===== src/rtl/temporal_encoder_if.sv =====
`timescale 1ns/1ps
`default_nettype none
// ============================================================================
//  Module      : temporal_encoder_if
//  Description : Spike-time input handshake for temporal_encoder.
//                master = binary-domain producer, slave = encoder.
//  Signals     : in_valid  producer -> encoder, spike time offered
//                in_ready  encoder  -> producer, encoder can accept
//                in_value  producer -> encoder, spike time (cycles after
//                          gamma phase 0)
//                in_inf    producer -> encoder, no spike (temporal infinity)
//  Revision    : 1.0  initial release
// ============================================================================
interface temporal_encoder_if #(
  parameter int VALUE_WIDTH = 4
) ();

  logic                   in_valid;
  logic                   in_ready;
  logic [VALUE_WIDTH-1:0] in_value;
  logic                   in_inf;

  modport master (
    output in_valid,
    output in_value,
    output in_inf,
    input  in_ready
  );

  modport slave (
    input  in_valid,
    input  in_value,
    input  in_inf,
    output in_ready
  );

endinterface : temporal_encoder_if
`default_nettype wire


===== src/rtl/temporal_encoder.sv =====
`timescale 1ns/1ps
`default_nettype none
// ============================================================================
//  Module      : temporal_encoder
//  Description : Binary-to-temporal encoder. Accepts binary spike times over
//                a valid/ready handshake and emits each one as a race-logic
//                pulse on q inside a fixed-length gamma cycle. Also generates
//                the per-gamma local reset (gamma_rst) and a phase-0 marker.
//  Parameters  : GAMMA_CYCLE_WIDTH  aclk cycles per gamma cycle (>= 4)
//                PULSE_WIDTH        pulse length in cycles
//                                   (1 .. GAMMA_CYCLE_WIDTH-2)
//                VALUE_WIDTH        width of in_value
//                                   (>= clog2(GAMMA_CYCLE_WIDTH))
//  Ports       : aclk         clock
//                grst         asynchronous active-high reset
//                in_if        slave side of the spike-time handshake
//                q            temporal output (flop driven)
//                gamma_rst    high in the last phase of each gamma cycle
//                gamma_start  high in phase 0 of each gamma cycle
//                busy         active or pending slot holds a value
//  Config      : TEMPORAL_ENC_STEP_EN  when defined, q is a step that stays
//                high from the spike time to the end of the usable window
//                (PULSE_WIDTH ignored); otherwise pulse-width encoding.
//  Revision    : 1.0  initial release
// ============================================================================
module temporal_encoder #(
  parameter int GAMMA_CYCLE_WIDTH = 16,
  parameter int PULSE_WIDTH       = 8,
  parameter int VALUE_WIDTH       = 4
) (
  input  logic               aclk,
  input  logic               grst,
  temporal_encoder_if.slave  in_if,
  output logic               q,
  output logic               gamma_rst,
  output logic               gamma_start,
  output logic               busy
);

  // --------------------------------------------------------------------------
  // Constants
  // --------------------------------------------------------------------------
  localparam int PH_W  = $clog2(GAMMA_CYCLE_WIDTH);
  // Wide enough that cur + PULSE_WIDTH never wraps.
  localparam int SUM_W = $clog2(2 * GAMMA_CYCLE_WIDTH);

  localparam logic [PH_W-1:0]        c_ph_last     = PH_W'(GAMMA_CYCLE_WIDTH - 1);
  localparam logic [PH_W-1:0]        c_ph_pen      = PH_W'(GAMMA_CYCLE_WIDTH - 2);
  localparam logic [PH_W-1:0]        c_ph_zero     = '0;
  localparam logic [PH_W-1:0]        c_ph_one      = PH_W'(1);
  // Any spike time at or beyond the last phase can never be shown, so it
  // is folded into infinity on entry.
  localparam logic [VALUE_WIDTH-1:0] c_val_inf_min = VALUE_WIDTH'(GAMMA_CYCLE_WIDTH - 1);

  // --------------------------------------------------------------------------
  // State
  // --------------------------------------------------------------------------
  logic [PH_W-1:0] ph_q,          ph_d;
  logic            pend_valid_q,  pend_valid_d;
  logic            pend_inf_q,    pend_inf_d;
  logic [PH_W-1:0] pend_val_q,    pend_val_d;
  logic            cur_inf_q,     cur_inf_d;
  logic [PH_W-1:0] cur_val_q,     cur_val_d;
  logic            q_q,           q_d;
  logic            gamma_rst_q,   gamma_rst_d;
  logic            gamma_start_q, gamma_start_d;

  // --------------------------------------------------------------------------
  // Input side
  // --------------------------------------------------------------------------
  logic            fire;
  logic            ph_last;
  logic            in_is_inf;
  logic [PH_W-1:0] in_val_trunc;
  logic            in_window;

  assign in_if.in_ready = ~pend_valid_q;
  assign fire           = in_if.in_valid & ~pend_valid_q;
  assign ph_last        = (ph_q == c_ph_last);
  assign in_is_inf      = in_if.in_inf | (in_if.in_value >= c_val_inf_min);
  // Safe: a finite value is below G-1 and therefore fits in PH_W bits.
  assign in_val_trunc   = in_if.in_value[PH_W-1:0];

  // --------------------------------------------------------------------------
  // Next-state logic
  // --------------------------------------------------------------------------
  always_comb begin
    ph_d         = ph_last ? c_ph_zero : (ph_q + c_ph_one);
    pend_valid_d = pend_valid_q;
    pend_inf_d   = pend_inf_q;
    pend_val_d   = pend_val_q;
    cur_inf_d    = cur_inf_q;
    cur_val_d    = cur_val_q;

    // Outside the last phase every accepted value lands in the buffer.
    if (fire && !ph_last) begin
      pend_valid_d = 1'b1;
      pend_inf_d   = in_is_inf;
      pend_val_d   = in_val_trunc;
    end

    // Gamma boundary: promote the buffered value, or bypass a value that is
    // being accepted right now (only possible when the buffer is empty),
    // or fall back to no spike.
    if (ph_last) begin
      if (pend_valid_q) begin
        cur_inf_d    = pend_inf_q;
        cur_val_d    = pend_val_q;
        pend_valid_d = 1'b0;
      end else if (fire) begin
        cur_inf_d    = in_is_inf;
        cur_val_d    = in_val_trunc;
      end else begin
        cur_inf_d    = 1'b1;
        cur_val_d    = '0;
      end
    end
  end

  // --------------------------------------------------------------------------
  // Output precompute. All outputs are evaluated for the NEXT phase and the
  // slot contents that will be valid then, so each output pin is a bare
  // flop with no combinational path in front of it.
  // --------------------------------------------------------------------------
`ifdef TEMPORAL_ENC_STEP_EN
  always_comb begin
    in_window = ~cur_inf_d
              & (cur_val_d <= ph_d)
              & (ph_d <= c_ph_pen);
  end
`else
  localparam logic [SUM_W-1:0] c_pw_ext = SUM_W'(PULSE_WIDTH);

  logic [SUM_W-1:0] ph_ext;
  logic [SUM_W-1:0] pulse_end;

  assign ph_ext    = SUM_W'(ph_d);
  assign pulse_end = SUM_W'(cur_val_d) + c_pw_ext;

  always_comb begin
    // The ph <= G-2 term truncates pulses that would run into gamma_rst.
    in_window = ~cur_inf_d
              & (cur_val_d <= ph_d)
              & (ph_ext < pulse_end)
              & (ph_d <= c_ph_pen);
  end
`endif

  always_comb begin
    q_d           = in_window;
    gamma_rst_d   = (ph_d == c_ph_last);
    gamma_start_d = (ph_d == c_ph_zero);
  end

  // --------------------------------------------------------------------------
  // Registers. Asynchronous reset parks the phase on the last slot so the
  // first edge after release opens a fresh gamma cycle at phase 0.
  // --------------------------------------------------------------------------
  always_ff @(posedge aclk or posedge grst) begin
    if (grst) begin
      ph_q          <= c_ph_last;
      pend_valid_q  <= 1'b0;
      pend_inf_q    <= 1'b1;
      pend_val_q    <= '0;
      cur_inf_q     <= 1'b1;
      cur_val_q     <= '0;
      q_q           <= 1'b0;
      gamma_rst_q   <= 1'b1;
      gamma_start_q <= 1'b0;
    end else begin
      ph_q          <= ph_d;
      pend_valid_q  <= pend_valid_d;
      pend_inf_q    <= pend_inf_d;
      pend_val_q    <= pend_val_d;
      cur_inf_q     <= cur_inf_d;
      cur_val_q     <= cur_val_d;
      q_q           <= q_d;
      gamma_rst_q   <= gamma_rst_d;
      gamma_start_q <= gamma_start_d;
    end
  end

  assign q           = q_q;
  assign gamma_rst   = gamma_rst_q;
  assign gamma_start = gamma_start_q;
  assign busy        = ~cur_inf_q | pend_valid_q;

endmodule : temporal_encoder
`default_nettype wire


===== src/flat_wrapper.sv =====
// flat-port wrapper written by rule: the top's interface ports become plain ports
module temporal_encoder_flat 
#(
  parameter int GAMMA_CYCLE_WIDTH = 16,
  parameter int PULSE_WIDTH       = 8,
  parameter int VALUE_WIDTH       = 4
)
  (aclk, grst, q, gamma_rst, gamma_start, busy, in_if_in_valid, in_if_in_value, in_if_in_inf, in_if_in_ready);
  temporal_encoder_if #(.VALUE_WIDTH(VALUE_WIDTH)) in_if_i ();
  input  logic aclk;
  input  logic grst;
  output logic q;
  output logic gamma_rst;
  output logic gamma_start;
  output logic busy;
  input wire logic [$bits(in_if_i.in_valid)-1:0] in_if_in_valid;
  input wire logic [$bits(in_if_i.in_value)-1:0] in_if_in_value;
  input wire logic [$bits(in_if_i.in_inf)-1:0] in_if_in_inf;
  output wire logic [$bits(in_if_i.in_ready)-1:0] in_if_in_ready;
  assign in_if_i.in_valid = in_if_in_valid;
  assign in_if_i.in_value = in_if_in_value;
  assign in_if_i.in_inf = in_if_in_inf;
  assign in_if_in_ready = in_if_i.in_ready;
  temporal_encoder #(.GAMMA_CYCLE_WIDTH(GAMMA_CYCLE_WIDTH), .PULSE_WIDTH(PULSE_WIDTH), .VALUE_WIDTH(VALUE_WIDTH)) u_core (.aclk(aclk), .grst(grst), .in_if(in_if_i), .q(q), .gamma_rst(gamma_rst), .gamma_start(gamma_start), .busy(busy));
endmodule

===== config.mk =====
export PLATFORM = sky130hd
export DESIGN_NAME = temporal_encoder_flat
export DESIGN_NICKNAME = d
export VERILOG_FILES = /design/src/rtl/temporal_encoder_if.sv /design/src/rtl/temporal_encoder.sv /design/src/flat_wrapper.sv
export SDC_FILE = /design/constraint.sdc
export NUM_CORES = 1
export LEC_CHECK = 0
export CAP_MARGIN = 30
export CORE_MARGIN = 1
export CORE_UTILIZATION = 35
export DETAILED_ROUTE_END_ITERATION = 8
export PLACE_DENSITY = 0.63
export SYNTH_ARGS = -nofsm -noshare
export SYNTH_HDL_FRONTEND = slang
export SYNTH_SLANG_ARGS = --single-unit

===== constraint.sdc =====
create_clock -name aclk -period 2.4 [get_ports aclk]
set_clock_uncertainty 0.15 [all_clocks]
set_input_delay 0.48 -clock aclk [delete_from_list [all_inputs] [get_ports aclk]]
set_output_delay 0.48 -clock aclk [all_outputs]
set_load 0.01 [all_outputs]

Word-level counts from Yosys, hierarchy flattened
Index checks and enable logic that the tools add are counted.
{"block": "word_totals", "regBits": 18, "latchBits": 0, "mem_bits_rw": 0, "rom_bits": 0, "input_bits": 8, "output_inout_bits": 5, "word_cells": 39, "mem_count": 0}
{"block": "classes", "add_sub_neg": 2, "mul": 0, "div": 0, "magnitude_cmp": 4, "eq_ne": 2, "shifts": 0, "mux": 10, "bitwise_logic": 9, "reduce_logical": 3}
{"op": "two-way mux 4 bit", "count": 4}
{"op": "equality test 4 bit, second input constant", "count": 2}
{"op": "two-way mux 1 bit", "count": 6}
{"op": "adder 4 x 4 -> 5 bit, second input constant", "count": 1}
{"op": "less-than comparator 4 x 5 -> 1 bit", "count": 1}
{"op": "adder 4 x 1 -> 4 bit, second input constant", "count": 1}
{"op": "AND 1 bit", "count": 4}
{"op": ">= comparator 4 bit, second input constant", "count": 1}
{"op": "<= comparator 4 bit", "count": 1}
{"op": "<= comparator 4 bit, second input constant", "count": 1}
{"op": "logical NOT 4 bit", "count": 1}
{"op": "inverter 1 bit", "count": 3}
{"op": "OR 1 bit", "count": 2}
{"op": "logical AND 1 bit", "count": 1}
{"op": "logical NOT 1 bit", "count": 1}

Logic depth before layout (Yosys ltp)
{"block": "depth", "depth_word": 9, "depth_mapped": 9}

Worst setup path before layout
OpenSTA, ideal clock, no wires.
{"block": "synth_timing", "path_kind": "reg-to-reg", "from": "reg u_core.ph_q[0]", "to": "reg u_core.q_q, in the netlist u_core.q", "arrival_ns": 2.374, "required_time_ns": 2.139, "path_slack_ns": -0.236, "path_stages_with_launch": 9, "synth_period_minus_slack_ns": 2.636, "cell_sequence": "dfstp_2 > ha_1 > nand3_1 > o21a_1 > ha_1 > and3b_1 > a2111oi_0 > o32ai_1 > a2111oi_2"}
{"block": "synth_between", "elab_chain_cells": 6}
{"item": "start, declared", "line": "temporal_encoder.sv:58", "source": "logic [PH_W-1:0] ph_q, ph_d;"}
{"item": "start signal, assigned", "line": "temporal_encoder.sv:161", "source": "ph_q <= c_ph_last;"}
{"item": "start signal, assigned", "line": "temporal_encoder.sv:171", "source": "ph_q <= ph_d;"}
{"item": "equality test 4 bit or adder 4 x 1 -> 4 bit (tied branches)", "line": "temporal_encoder.sv:79, temporal_encoder.sv:88"}
{"item": "two-way mux 4 bit (tied with other cells)", "line": "temporal_encoder.sv:105", "source": "if (ph_last) begin"}
{"item": "adder 4 x 4 -> 5 bit (tied with other cells)", "line": "temporal_encoder.sv:138", "source": "assign pulse_end = SUM_W'(cur_val_d) + c_pw_ext;"}
{"item": "less-than comparator 4 x 5 -> 1 bit or AND 1 bit (tied branches)", "line": "temporal_encoder.sv:144, temporal_encoder.sv:143"}
{"item": "AND 1 bit", "line": "temporal_encoder.sv:144", "source": "& (ph_ext < pulse_end)"}
{"item": "AND 1 bit *", "line": "temporal_encoder.sv:145", "source": "& (ph_d <= c_ph_pen);"}
{"item": "net u_core.in_window", "line": "temporal_encoder.sv:75", "source": "logic in_window;"}
{"item": "end signal, assigned", "line": "temporal_encoder.sv:177", "source": "q_q <= q_d;"}
{"item": "end, declared", "line": "temporal_encoder.sv:64", "source": "logic q_q, q_d;"}
The timed path passes the listed nets; every way through them passes the cells marked *.
A chain may end at the register's enable or synchronous reset.

Worst setup path in the final report
Same ends and word-level chain as after synthesis.

==> qor.yml <==
global_routing:
  grt.busiest_layer: "met2"
  grt_pass1_vias: 881
  use_met1: 0.194
  grt_usage: 0.157
  antenna_found_initial: 0
  grt.met2_usage: 0.270
  grt_pass1_wl_um: 3820
  use_met3: 0.0233
  gr-total-overflow: 0
  grt_max_degree: 19
route:
  drc_errors: 0
  firstDrtPassIters: 4
  viasPerCell: 4.99
  ant_nets: 0
  drt_first_iter_violations: 17
  vias: 833
  drt_wl_total_um: 2220
  wire_per_inst_um: 13.3
synthesis:
  synth_seq_cells: 18
  synth-edff-count: 0
  netlist_area_sq_um: 1030
  synthesis.nets: 117
  syn_area_per_cell_sq_um: 10.5
  ys_types: 32
  ys_warn_count: 0
  synth_top_cell_by_area: "dfrtp_1"
  synth_ff_type: "dfrtp_1"
  ys_seq_area_frac: 0.446
  synth_top_cell_area_share: 0.267
  synth.area.top_cells: "dfrtp_1 (27%), dfstp_2 (18%), ha_1 (13%)"
  synth_commonest_cells: "nand2_1 (14), dfrtp_1 (11), ha_1 (11), inv_1 (11), dfstp_2 (7)"
  synthCells: 98
  synthArstFlopShare: 1.00
  synth_most_common_cell: "nand2_1"
placement:
  gp_congestion: 0.934
  io_buffers: 12
  hpwl_um: 1710
  post-place-cells: 162
  placed_area_sq_um: 1370
  place_ws_ns: -0.528
finish:
  antenna_cells: 0
  fin_cells: 167
  multi_input_area_sq_um: 594
  nNetsFinal: 156
  final_area_sq_um: 1460
  n_fill_cell: 240
  area_delta_synth_final_pct: 41.8
  drive_gt1_frac: 0.353
  final-seq-area_sq_um: 459
floorplanning:
  core_sq_um: 2780
  start_util: 0.370
  ioPinCount: 13
  die_area_sq_um: 3160
  die_y_um: 56.2
  num_rows: 19
  die_w_um: 56.2
sta:
  worstMarginPinSlew_ns: 0.709
  tns_ns: -0.0169
  setup_viol: 1
  hold_viol: 0
  timing.final.crit_share: 1.01
  worst_slack_ns: -0.0169
  fin_crit_ns: 2.42
  slew_viol_final: 0
  slew_headroom: 0.526
  hold-worst-slack_ns: 0.354
  rsz0062_at_grt: "true"
  fmax_ghz: 0.414
clock_tree:
  clock_sinks: 18
  h-tree-depth: 1
  clockRootBuffer: "clkbuf_4"
  clkSlewWorstSetupHoldPaths_ns: 0.10
  cts_max_path_buffers: 2
  cts_made_buffers: 3
  tritoncts: "built"
  clock_latency_ns: 0.29
hold_path:
  hold_start: "u_core.pend_inf_q"
  holdPathStages: 2
  hold_path_end: "u_core.pend_inf_q"
  hp-class: "reg -> reg"
critical_path:
  cp.arrival_ns: 2.46
  start_kind: "flop"
  critPathKind: "reg -> reg"
  worstPathRequired_ns: 2.44
  rr_startpoint: "u_core.ph_q[0]"
  rr_worst_depth: 9
  crit_fanout: 6
  rrSetupSlack_ns: -0.02
  rr_endpoint: "u_core.q"
  cp-end-kind: "flop"
power_and_ir_drop:
  irDropWorstVdd_mv: 0.363
  p_sw_mw: 0.189
  p_int_mw: 0.501
  power_leakage_nw: 0.677
  clockPowerShare: 0.225
  comb_power_share: 0.269
  switching_share: 0.274
  powerDensity_nw_per_um2: 473
  p_seq_frac: 0.506
job:
  maxCapViolations: 0
run_status:
  violations: "negative setup slack"
  outcome: "finished with violations"
[layout make-up]
type / instances / area share
Inverter: 12 / 0.0308
Clock buffer: 4 / 0.0180
Sequential cell: 18 / 0.314
Tap cell: 31 / 0.0266
Timing Repair Buffer: 35 / 0.203
Multi-Input combinational cell: 67 / 0.407
[through the flow]
step,power [mW],util
6_report,0.691,0.525
5_1_grt,0.737,0.525
4_1_cts,0.693,0.516
3_5_place_dp,0.523,0.492
3_3_place_gp,0.517,0.492
2_1_floorplan,0.440,-
[worst max-delay path by stage]
stage,start,cells after the start,to
3_3_place_gp,in_if_in_valid,9,u_core.q
4_1_cts,in_if_in_valid,9,u_core.q
2_1_floorplan,u_core.ph_q[0],8,u_core.q
6_report,u_core.ph_q[0],9,u_core.q
5_1_grt,u_core.ph_q[0],9,u_core.q
3_5_place_dp,in_if_in_valid,9,u_core.q
[cells by family (layout without fill, tap and decap cells)]
kind of cell,Yosys count,in the layout,synth area share
compound gates,21,21,0.164
buf+inv,13,51,0.0547
flops,18,18,0.446
simple gates,31,31,0.158
mux,4,4,0.0437
fa+ha+maj,11,11,0.134
[layer usage]
layer  routed length (um)  share of wire  vias to the layer above
met3                   59          0.027                        4
met4                   25          0.011                        0
li1                     -              -                      413
met2                 1210           0.54                       14
met5                    0              0                        -
met1                  930           0.42                      402
[power by group through the flow]
stage               Sequential [mW]  Clock [mW]  Combinational (mW)
finish                        0.350       0.155               0.186
global route                  0.353       0.179               0.204
CTS                           0.350       0.166               0.178
detailed placement            0.354           0               0.168
global placement              0.354           0               0.163
floorplan                     0.353           0              0.0872
[cells in the final DEF, fill, tap and decap left out, types with 2 or more instances in the layout]
cell | Yosys | layout
clkbuf_4 | 0 | 3
a22oi_2 | 0 | 2
a22oi_1 | 4 | 2
inv_1 | 11 | 11
ha_4 | 0 | 2
o21a_1 | 2 | 2
ha_1 | 11 | 9
o21ai_0 | 3 | 3
nor2b_2 | 1 | 2
nand2_1 | 14 | 14
dfrtp_1 | 11 | 11
mux2_1 | 4 | 4
dfstp_2 | 7 | 7
buf_4 | 0 | 22
nor2b_1 | 3 | 2
nor2_1 | 6 | 6
clkdlybuf4s50_1 | 0 | 12
[sequential cells by signal (all words and copies together) (netlist names)]
name,count
u_core.pend_val_q,4
u_core.cur_inf_q,1
u_core.cur_val_q,4
u_core.pend_inf_q,1
u_core.gamma_rst,1
u_core.pend_valid_q,1
u_core.ph_q,4
u_core.gamma_start,1
u_core.q,1
[timing repair]
item / in CTS / in global routing
pin swaps: 3 / 1
hold buffers: 0 / 0
gates cloned: 0 / 0
buffers inserted: 1 / 0
resized for setup: 5 / 4
endpoints found under the hold margin: 0 / 0
endpoints found under the setup margin: 1 / 1
[critical path, stage by stage (launching register included)]
cell	delay (ns)
dfstp_2	0.58
ha_4	0.18
nand3_4	0.10
nand2_1	0.11
o21a_1	0.19
ha_4	0.24
and3b_1	0.19
a2111oi_4	0.22
o32ai_1	0.14
a2111oi_2	0.21
Power figures use the tool's default switching activity.
==> patch: new RTL, same settings <==
Build with the macro `TEMPORAL_ENC_STEP_EN` defined.
--- a/src/rtl/temporal_encoder.sv
+++ b/src/rtl/temporal_encoder.sv
@@ -23,6 +23,8 @@
 //                (PULSE_WIDTH ignored); otherwise pulse-width encoding.
 //  Revision    : 1.0  initial release
 // ============================================================================
+`define TEMPORAL_ENC_STEP_EN
+
 module temporal_encoder #(
   parameter int GAMMA_CYCLE_WIDTH = 16,
   parameter int PULSE_WIDTH       = 8,
Behaviour: not the same (Yosys sat finds a counterexample within 10 cycles, from zero or initial values and one cycle with grst high).
==> patch against the original RTL <==
- first-iteration DRC count decreased by 59%
- worst hold slack worse by 0.014 ns
- worst setup slack gained 0.14 ns
- critical path depth did not move
- total power is 5.1% lower
- sequential power fell by 1%
- routed wire length down 22%
- final area decreased by 17%
- synthesized area is 15% lower
- clock power rose by 21%
- sequential cell count is the same
- critical endpoint unchanged
==> patch: results (changes against the original RTL) <==
Floorplanning:
- The tap cell count is 28 (-9.7%).

Finish:
- The number of non-clock buffers was 28 (-20%).
- The clock-cell share of area is 3.01% (+1.2 points).
- The sequential fraction of total cell area is 38.1% (+6.6 points).
- The final design instance area without fill was 0.00121 sq mm (-17%).
- The area used by multi-input combinational logic is 394 sq um (-34%).
- The share of final-layout standard cells stronger than drive strength 1 is 32.1% (-3.2 points).
- The number of fill cells came to 201 (-16%).

Place:
- The detailed placement HPWL is 1290 microns (-24%).
- The worst setup slack after placement was -0.201 ns (+0.327 ns).
- The post-place instance area is 0.00111 sq mm (-19%).
- The cell count after placement is 129 (-20%).

Timing:
- The worst-case setup margin in the final layout is 0.123 ns (+0.140 ns).
- The headroom to the max-slew limit is 55.9% (+3.3 points).

Drt:
- The via total after detailed routing is 679 (-18%).
- The number of violations reported at the end of detailed-routing iteration 0 is 7 (-10).
- The via density per instance is 4.96 (-0.64%).
- The routed length on met2 is 849 microns (-30%).

Logic synthesis:
- The synthesized area per cell was 11.2 sq um (+6.7%).
- The count of different cell masters after synthesis came to 27 (-16%).
- The synthesized-area fraction occupied by xor and xnor cells is 1.00% (+1.0 points).
- After synthesis, the most frequently instantiated cells are sky130_fd_sc_hd__dfrtp_1, sky130_fd_sc_hd__inv_1, sky130_fd_sc_hd__nand2_1, sky130_fd_sc_hd__dfstp_2, sky130_fd_sc_hd__ha_1.
- The synthesized-area fraction occupied by ao, oa, aoi and oai cells is 16.2% (-0.24 points).

Worst setup path:
- The largest fanout on the critical path is 4 (-2).

Power:
- The combinational power is 0.121 mW (-35%).
- The power drawn by the sequential cells is 0.346 mW (-1%).

Global route:
- The global-route wire length before repair came to 2980 microns (-22%).
- The global routing usage on met2 was 23.1% (-4.0 points).

Run status:
- The run finished with clean final reports.
[patch: changes by cell type after synthesis, moves of 4 or more]
cell,before,now
sky130_fd_sc_hd__mux2_2,0,4
sky130_fd_sc_hd__ha_1,11,7
sky130_fd_sc_hd__nor2_1,6,0
sky130_fd_sc_hd__nand2_1,14,8
sky130_fd_sc_hd__mux2_1,4,0
[patch: critical path: stages, from the launching register on]
cell and delay [ns]:
sky130_fd_sc_hd__dfstp_2 0.58, sky130_fd_sc_hd__ha_4 0.16, sky130_fd_sc_hd__buf_4 0.12, sky130_fd_sc_hd__inv_1 0.05, sky130_fd_sc_hd__a311oi_2 0.32, sky130_fd_sc_hd__ha_1 0.30, sky130_fd_sc_hd__nand3_1 0.11, sky130_fd_sc_hd__o22ai_1 0.08
sky130_fd_sc_hd__o22a_1 0.18, sky130_fd_sc_hd__nor3_1 0.16
[patch: what timing repair did]
item                       CTS  global route
setup endpoints to repair    0             1
resized for setup            0             7
buffers inserted             0             4
